===== src/rtl/multicycle_controller.sv =====
// Control FSM for the multicycle MIPS-subset datapath: sequences fetch/decode/execute/
// memory/writeback, drives every datapath strobe, detects bad opcodes and memory stalls.
module multicycle_controller #(
    parameter int MEM_TIMEOUT = 16,
    parameter int COUNT_WIDTH = 32
) (
    input  logic                   clock,
    input  logic                   resetN,
    input  logic [5:0]             opcode,
    input  logic                   memReady,
    output logic                   pcWrite,
    output logic                   pcWriteCond,
    output logic                   iorD,
    output logic                   memRead,
    output logic                   memWrite,
    output logic                   irWrite,
    output logic                   memToReg,
    output logic                   regDst,
    output logic                   regWriteEnable,
    output logic                   aluSrcA,
    output logic [1:0]             aluSrcB,
    output logic [1:0]             aluOp,
    output logic [1:0]             pcSource,
    output logic [3:0]             state,
    output logic [COUNT_WIDTH-1:0] instrCount,
    output logic                   error
);

    localparam int TW = (MEM_TIMEOUT > 1) ? $clog2(MEM_TIMEOUT + 1) : 1;

    localparam logic [5:0] OP_RTYPE = 6'h00;
    localparam logic [5:0] OP_LW    = 6'h23;
    localparam logic [5:0] OP_SW    = 6'h2B;
    localparam logic [5:0] OP_BEQ   = 6'h04;
    localparam logic [5:0] OP_ADDI  = 6'h08;
    localparam logic [5:0] OP_J     = 6'h02;

    typedef enum logic [3:0] {
        FETCH    = 4'd0,
        DECODE   = 4'd1,
        MEMADR   = 4'd2,
        MEMRD    = 4'd3,
        MEMWB    = 4'd4,
        MEMWR    = 4'd5,
        EXEC     = 4'd6,
        ALUWB    = 4'd7,
        BRANCH   = 4'd8,
        ADDIEXEC = 4'd9,
        ADDIWB   = 4'd10,
        JUMP     = 4'd11,
        ERROR    = 4'd12
    } stateT;

    stateT                  stateReg, stateNext;
    logic [TW-1:0]          stallReg, stallNext;
    logic [COUNT_WIDTH-1:0] countReg, countNext;
    logic                   stalled, timedOut, retire;

    // Stall counter runs only while a memory-facing state waits on memReady.
    always_comb begin
        stalled   = ((stateReg == FETCH) || (stateReg == MEMRD) || (stateReg == MEMWR)) && !memReady;
        stallNext = stalled ? stallReg + 1'b1 : '0;
        timedOut  = (MEM_TIMEOUT > 0) && stalled && (stallNext == TW'(MEM_TIMEOUT));
    end

    always_comb begin
        stateNext = stateReg;
        unique case (stateReg)
            FETCH:    if (memReady) stateNext = DECODE;
            DECODE: begin
                unique case (opcode)
                    OP_RTYPE:      stateNext = EXEC;
                    OP_LW, OP_SW:  stateNext = MEMADR;
                    OP_BEQ:        stateNext = BRANCH;
                    OP_ADDI:       stateNext = ADDIEXEC;
                    OP_J:          stateNext = JUMP;
                    default:       stateNext = ERROR;
                endcase
            end
            MEMADR: begin
                if (opcode == OP_LW)      stateNext = MEMRD;
                else if (opcode == OP_SW) stateNext = MEMWR;
                else                      stateNext = ERROR;
            end
            MEMRD:    if (memReady) stateNext = MEMWB;
            MEMWR:    if (memReady) stateNext = FETCH;
            EXEC:     stateNext = ALUWB;
            ADDIEXEC: stateNext = ADDIWB;
            MEMWB, ALUWB, ADDIWB, BRANCH, JUMP: stateNext = FETCH;
            ERROR:    stateNext = ERROR;
            default:  stateNext = ERROR;
        endcase
        if (timedOut) stateNext = ERROR;
    end

    always_comb begin
        retire = (stateReg == MEMWB) || (stateReg == ALUWB) || (stateReg == ADDIWB) ||
                 (stateReg == BRANCH) || (stateReg == JUMP) ||
                 ((stateReg == MEMWR) && memReady);
        countNext = retire ? countReg + 1'b1 : countReg;
    end

    always_ff @(posedge clock or negedge resetN) begin
        if (!resetN) begin
            stateReg <= FETCH;
            stallReg <= '0;
            countReg <= '0;
        end else begin
            stateReg <= stateNext;
            stallReg <= stallNext;
            countReg <= countNext;
        end
    end

    // Moore strobes per state; the FETCH load strobes follow memReady but are
    // held off while reset is asserted.
    always_comb begin
        pcWrite        = 1'b0;
        pcWriteCond    = 1'b0;
        iorD           = 1'b0;
        memRead        = 1'b0;
        memWrite       = 1'b0;
        irWrite        = 1'b0;
        memToReg       = 1'b0;
        regDst         = 1'b0;
        regWriteEnable = 1'b0;
        aluSrcA        = 1'b0;
        aluSrcB        = 2'b00;
        aluOp          = 2'b00;
        pcSource       = 2'b00;
        unique case (stateReg)
            FETCH: begin
                memRead = 1'b1;
                aluSrcB = 2'b01;
                irWrite = memReady && resetN;
                pcWrite = memReady && resetN;
            end
            DECODE:   aluSrcB = 2'b11;
            MEMADR, ADDIEXEC: begin
                aluSrcA = 1'b1;
                aluSrcB = 2'b10;
            end
            MEMRD: begin
                iorD    = 1'b1;
                memRead = 1'b1;
            end
            MEMWB: begin
                memToReg       = 1'b1;
                regWriteEnable = 1'b1;
            end
            MEMWR: begin
                iorD     = 1'b1;
                memWrite = 1'b1;
            end
            EXEC: begin
                aluSrcA = 1'b1;
                aluOp   = 2'b10;
            end
            ALUWB: begin
                regDst         = 1'b1;
                regWriteEnable = 1'b1;
            end
            ADDIWB:   regWriteEnable = 1'b1;
            BRANCH: begin
                aluSrcA     = 1'b1;
                aluOp       = 2'b01;
                pcSource    = 2'b01;
                pcWriteCond = 1'b1;
            end
            JUMP: begin
                pcSource = 2'b10;
                pcWrite  = 1'b1;
            end
            default: ;
        endcase
    end

    assign state      = stateReg;
    assign instrCount = countReg;
    assign error      = (stateReg == ERROR);

endmodule


===== config.mk =====
export PLATFORM = sky130hd
export DESIGN_NAME = multicycle_controller
export DESIGN_NICKNAME = d
export VERILOG_FILES = /design/src/rtl/multicycle_controller.sv
export SDC_FILE = /design/constraint.sdc
export NUM_CORES = 1
export LEC_CHECK = 0
export ABC_AREA = 0
export CORE_ASPECT_RATIO = 1.5
export CORE_UTILIZATION = 52
export CTS_CLUSTER_SIZE = 14
export DETAILED_ROUTE_END_ITERATION = 6
export PLACE_DENSITY = 0.85
export SYNTH_ARGS = -nofsm -noshare
export SYNTH_HDL_FRONTEND = slang
export SYNTH_SLANG_ARGS = --single-unit

===== constraint.sdc =====
create_clock -name clock -period 2.6 [get_ports clock]
set_input_delay 0.26 -clock clock [delete_from_list [all_inputs] [get_ports clock]]
set_output_delay 0.26 -clock clock [all_outputs]
set_load 0.01 [all_outputs]

==> flow_metrics.env, run 1 <==
export IMPL_crit_path_start_kind="flop"
export IMPL_syn_nets=240
export IMPL_fin_setup_tns_ns=0
export IMPL_cts_htree_levels=2
export IMPL_drtPass1Iterations=4
export IMPL_synth_top_family_by_area="simple AND/OR/NAND/NOR gates"
export IMPL_drive_gt1_frac=0.0952
export IMPL_grt_pass1_vias=1903
export IMPL_synth_cell_area_um2=2270
export IMPL_p_comb_frac=0.454
export IMPL_die_h_um=82.9
export IMPL_p_int_w=0.00162
export IMPL_synthMuxAreaShare=0.00938
export IMPL_ys_seq_elements=41
export IMPL_max_freq_ghz=0.426
export IMPL_finalCritPeriodShare=0.902
export IMPL_timing_rr_start="state[3]"
export IMPL_cts_tree="done"
export IMPL_routed_wl_um=4890
export IMPL_cap_viol_max_count=0
export IMPL_hold_path_class="input pin to asynchronous set/reset pin"
export IMPL_rows=29
export IMPL_grt_pass1_wl_um=8460
export IMPL_place_congestion=0.852
export IMPL_dieArea_um2=4630
export IMPL_synthArstFlopShare=1.00
export IMPL_dp_cells=332
export IMPL_antenna_found_initial=0
export IMPL_drc=0
export IMPL_power_density_nw_per_um2=832
export IMPL_coreArea_um2=4210
export IMPL_synthToLayoutAreaGrowth_pct=34.0
export IMPL_drv_slew=0
export IMPL_dp_hpwl_um=3660
export IMPL_setup_viol=0
export IMPL_fin_crit_ns=2.35
export IMPL_port_buffers=61
export IMPL_post_cts_resized=0
export IMPL_start_util=0.539
export IMPL_chipWidth_um=55.9
export IMPL_clk_latency_ns=0.29
export IMPL_clock_power_share=0.209
export IMPL_synth_simple_area_share=0.267
export IMPL_ys_top_cells_by_count="dfrtp_1 (41), xnor2_1 (32), nand3_1 (20), nor2_1 (20), nand2_1 (14)"
export IMPL_grt_overflow=0
export IMPL_max_slew_margin=0.625
export IMPL_viasPerCell=5.80
export IMPL_synth_compound_area_share=0.0889
export IMPL_synth_distinct_cells=50
export IMPL_cts_hold_buffers_added=0
export IMPL_yosysTopAreaCell="dfrtp_1"
export IMPL_cp_data_arrival_time_ns=2.09
export IMPL_num_io_pins=62
export IMPL_cts_buffer_depth=2
export IMPL_syn_area_per_cell_um2=9.90
export IMPL_synth_top_cell_area_share=0.453
export IMPL_seqPwrFrac=0.337
export IMPL_antenna_cells=0
export IMPL_multi_input_area_um2=1180
export IMPL_switchingPower_w=0.000911
export IMPL_grt_max_degree=42
export IMPL_nets=304
export IMPL_hold_violations=0
export IMPL_num_vias=1973
export IMPL_synth_area_leaders="dfrtp_1 (45%), xnor2_1 (12%), nand3_1 (4.4%)"
export IMPL_synth_xor_xnor_area_share=0.143
export IMPL_required_ns=2.34
export IMPL_syn_inst=229
export IMPL_final_cells=340
export IMPL_clock_sinks=41
export IMPL_ir_drop_uv=654
export IMPL_wl_per_cell_um=14.4
export IMPL_path_class="flop to output port"
export IMPL_skew_ns=0.00441
export IMPL_synth_fa_ha_area_frac=0.0110
export IMPL_synth_most_common_cell="dfrtp_1"
export IMPL_setup_worst_path_start="state[3]"
export IMPL_switching_share=0.360
export IMPL_nFillCells=327
export IMPL_cts_root_buf="clkbuf_8"
export IMPL_yosysWarnings=0
export IMPL_cts_buffers=5
export IMPL_power_leakage_nw=1.24
export IMPL_outcome="finished, final reports clean"
export IMPL_synthFlopType="dfrtp_1"
export IMPL_ys_seq_area_frac=0.453
export IMPL_clk_pin_slew_ns=0.07
export IMPL_cp_max_fo=9
export IMPL_cp_end_kind="output port"
export IMPL_synth_edf_count=0
export IMPL_drt_iter0_drc=55
export IMPL_grt_use_total=0.228
export IMPL_post_cts_setup_buffer_count=0
export IMPL_ant_nets=0
export IMPL_rsz0062_at_grt="no"
export IMPL_seqCellArea_um2=1030
export IMPL_tightest_slew_ns=0.559
==> layer usage <==
layer	GRT usage	share of wire
met1	0.267	0.40
met2	0.391	0.52
met3	0.0405	0.044
met4	0.124	0.038
met5	0	0
==> metrics by stage <==
| step | util | hold slack (ns) | setup slack (ns) | area [µm²] | power (W) |
|---|---|---|---|---|---|
| floorplan | - | -0.0356 | 0.827 | 2270 | 0.00153 |
| global placement | 0.693 | 0.386 | 0.399 | 2920 | 0.00200 |
| detailed placement | 0.693 | 0.385 | 0.348 | 2920 | 0.00201 |
| CTS | 0.722 | 0.0691 | 0.232 | 3040 | 0.00255 |
| global route | 0.722 | 0.111 | 0.147 | 3040 | 0.00268 |
| finish | 0.722 | 0.0570 | 0.254 | 3040 | 0.00253 |
==> kinds of logic (layout without fill, tap and decap cells) <==
| group | Yosys count | count (layout) |
|---|---|---|
| compound gates | 29 | 29 |
| simple gates | 105 | 105 |
| xor+xnor | 37 | 37 |
| flops | 41 | 41 |
| buf+inv | 13 | 78 |
| fa+ha+maj | 2 | 2 |
| mux | 2 | 2 |
==> power groups by stage <==
stage / registers, W / logic (W) / clock network [W]
final: 0.000852 / 0.00115 / 0.000529
after global routing: 0.000865 / 0.00126 / 0.000558
after CTS: 0.000852 / 0.00116 / 0.000540
after detailed placement: 0.000865 / 0.00115 / 0
after global placement: 0.000863 / 0.00114 / 0
after floorplan: 0.000862 / 0.000668 / 0
==> state kept, by name, summed over array words and instances (netlist names) <==
signal      flops
instrCount     32
stallReg        5
state           4
==> path summary, 6_finish.rpt <==
check / endpoint / slack (ns) / depth (start not counted)
min in group clock: instrCount[31] / 0.48 / 1
setup reg to reg: instrCount[27] / 0.52 / 6
setup / recovery: pcWrite / 0.25 / 4
max in group asynchronous: state[1] / 2.19 / 2
hold / removal: stallReg[1] / 0.06 / 2
hold reg to reg: instrCount[31] / 0.48 / 1
==> cell usage in the layout (no fill, tap or decap), types with 4 or more instances in the layout <==
master	count
nand4_1	10
a21oi_1	8
and3_1	5
dfrtp_1	41
inv_1	4
nand2_1	14
nor2_1	20
xnor2_1	32
nand2b_1	4
nor3_1	11
buf_4	5
clkdlybuf4s50_1	60
xor2_1	5
o21ai_0	4
nand3_1	20
clkbuf_8	6
==> area by class of cell <==
type,instances,share of cell area
multi-input cells,175,0.387
flip-flops and latches,41,0.338
repair buffers,66,0.212
clock buffers,6,0.0272
well taps,46,0.0189
clock inverters,2,0.0124
inverters,4,0.00494
==> critical path, cell delays in order (launching register included) <==
cell and delay, ns:
dfrtp_1 0.48, or2_2 0.39, nor3_1 0.25, or2_2 0.15, clkdlybuf4s50_1 0.52
No activity file was read; power rests on OpenSTA's default activity.
==> run 2, diff against run 1 <==
SKIP_LAST_GASP = 1   (was not set)
==> results of run 2 <==
Same layout as run 1: the final DEF is identical, and so are final timing and power.
==> run 3, diff against run 2 <==
CORE_UTILIZATION = 50   (was 52)
PLACE_DENSITY = 0.83   (was 0.85)
==> run 3 against run 2 <==
Effect of this change: the run now ends with design-rule violations left; clock power fell by 16%; first-iteration DRC count rose by 22%; critical path type unchanged; largest power group unchanged; sequential cell count did not move.
==> flow_metrics.env, run 3 (synthesized netlist as in run 1, its figures left out) <==
export IMPL_fin_setup_tns_ns=0
export IMPL_power_total_w=0.00245
export IMPL_mostFrequentLayoutCells="clkdlybuf4s50_1 (60), dfrtp_1 (41), xnor2_1 (32)"
export IMPL_cts_root_buf="clkbuf_8"
export IMPL_crit_path_start_kind="flop"
export IMPL_crit_chain="nand2b_1, or2_2, a21oi_1, clkdlybuf4s50_1"
export IMPL_cts_buffers=5
export IMPL_cts_buffer_depth=2
export IMPL_cp_max_fo=11
export IMPL_num_io_pins=62
export IMPL_viasPerCell=5.67
export IMPL_grt_max_degree=42
export IMPL_synthToLayoutAreaGrowth_pct=33.2
export IMPL_setup_viol=0
export IMPL_nFillCells=344
export IMPL_finalCritPeriodShare=0.903
export IMPL_post_cts_setup_buffer_count=0
export IMPL_cap_viol_max_count=0
export IMPL_drv_slew=0
export IMPL_violations="design-rule violations"
export IMPL_place_congestion=0.882
export IMPL_multi_input_area_um2=1180
export IMPL_rsz0062_at_grt="no"
export IMPL_tightest_slew_ns=0.509
export IMPL_port_buffers=61
export IMPL_hold_ws_ns=0.0729
export IMPL_cp_data_arrival_time_ns=2.09
export IMPL_antenna_cells=0
export IMPL_drc=12
export IMPL_power_density_nw_per_um2=813
export IMPL_rows=29
export IMPL_drt_iter0_drc=67
export IMPL_final_common_cell="clkdlybuf4s50_1"
export IMPL_grt_overflow=0
export IMPL_cts_htree_levels=2
export IMPL_coreArea_um2=4280
export IMPL_start_util=0.530
export IMPL_max_freq_ghz=0.426
export IMPL_crit_path_top_delay_cell="clkdlybuf4s50_1"
export IMPL_clk_latency_ns=0.29
export IMPL_nets=304
export IMPL_grt_pass1_wl_um=8060
export IMPL_seqCellArea_um2=1030
export IMPL_post_cts_resized=0
export IMPL_outcome="finished, violations left"
export IMPL_wl_per_cell_um=14.4
export IMPL_dieArea_um2=4810
export IMPL_largest_reg_flops=32
export IMPL_cp_end_kind="output port"
export IMPL_num_vias=1928
export IMPL_skew_ns=0.00277
export IMPL_power_leakage_nw=1.24
export IMPL_max_slew_margin=0.658
export IMPL_hold_path_class="input pin to asynchronous set/reset pin"
export IMPL_fin_crit_ns=2.35
export IMPL_chipWidth_um=57.0
export IMPL_cts_tree="done"
export IMPL_ant_nets=0
export IMPL_cts_hold_buffers_added=0
export IMPL_grt_use_total=0.215
export IMPL_cpPeakStageDelay_ns=0.56
export IMPL_antenna_found_initial=0
export IMPL_path_class="flop to output port"
export IMPL_die_h_um=84.5
export IMPL_drive_gt1_frac=0.0952
export IMPL_ir_drop_uv=771
export IMPL_required_ns=2.34
export IMPL_drtPass1Iterations=7
export IMPL_dp_hpwl_um=3650
export IMPL_routed_wl_um=4890
export IMPL_hold_violations=0
export IMPL_clock_sinks=41
export IMPL_clk_pin_slew_ns=0.07
export IMPL_grt_pass1_vias=1803
run 3: changes by cell type in the layout (fill, tap and decap cells not counted), sizes merged:
cell,previous run,this run
clkbuf,6,7
clkinvlp,1,0
bufinv,1,0
clkinv,0,1
run 3: area by class of cell:
class	count	share of cell area
Clock inverter	1	0.00166
Timing Repair Buffer	66	0.213
Clock buffer	7	0.0319
Tap cell	46	0.0191
Sequential cell	41	0.340
Inverter	4	0.00497
Multi-Input combinational cell	175	0.390
run 3: worst max-delay path, delay by kind of cell, from the launching register on:
kind            cells  cell delay [ns]
flops               1             0.50
buf+inv             1             0.56
simple gates        2             0.58
compound gates      1             0.15
run 3: worst paths after layout:
check,startpoint,end,slack (ns),depth (start not counted)
hold reg to reg,instrCount[31],instrCount[31],0.47,1
min in group clock,instrCount[31],instrCount[31],0.47,1
setup reg to reg,state[3],instrCount[21],0.55,6
hold / removal,resetN,instrCount[11],0.07,2
max in group asynchronous,resetN,stallReg[1],2.19,2
setup / recovery,state[0],aluSrcB[1],0.25,4
run 3: where the power goes:
part,total (W),internal (W),switching [W],leakage (nW)
logic,0.00116,0.000577,0.000578,0.628
registers,0.000851,0.000727,0.000124,0.557
clock network,0.000446,0.000240,0.000207,0.0542
total,0.00245,0.00154,0.000909,1.24
run 3: per-stage QoR:
| step | utilization | instances | instance area [µm²] | setup slack (ns) |
|---|---|---|---|---|
| final | 0.705 | 340 | 3020 | 0.253 |
| after global routing | 0.705 | 340 | 3020 | 0.148 |
| after CTS | 0.705 | 340 | 3020 | 0.245 |
| after detailed placement | 0.681 | 332 | 2920 | 0.348 |
| after global placement | 0.681 | 332 | 2920 | 0.399 |
| after floorplan | - | 229 | 2270 | 0.827 |
run 3: layer usage:
metal / share of wire / track usage
met5: 0 / 0
met3: 0.032 / 0.0308
met1: 0.40 / 0.242
met2: 0.54 / 0.387
met4: 0.022 / 0.106
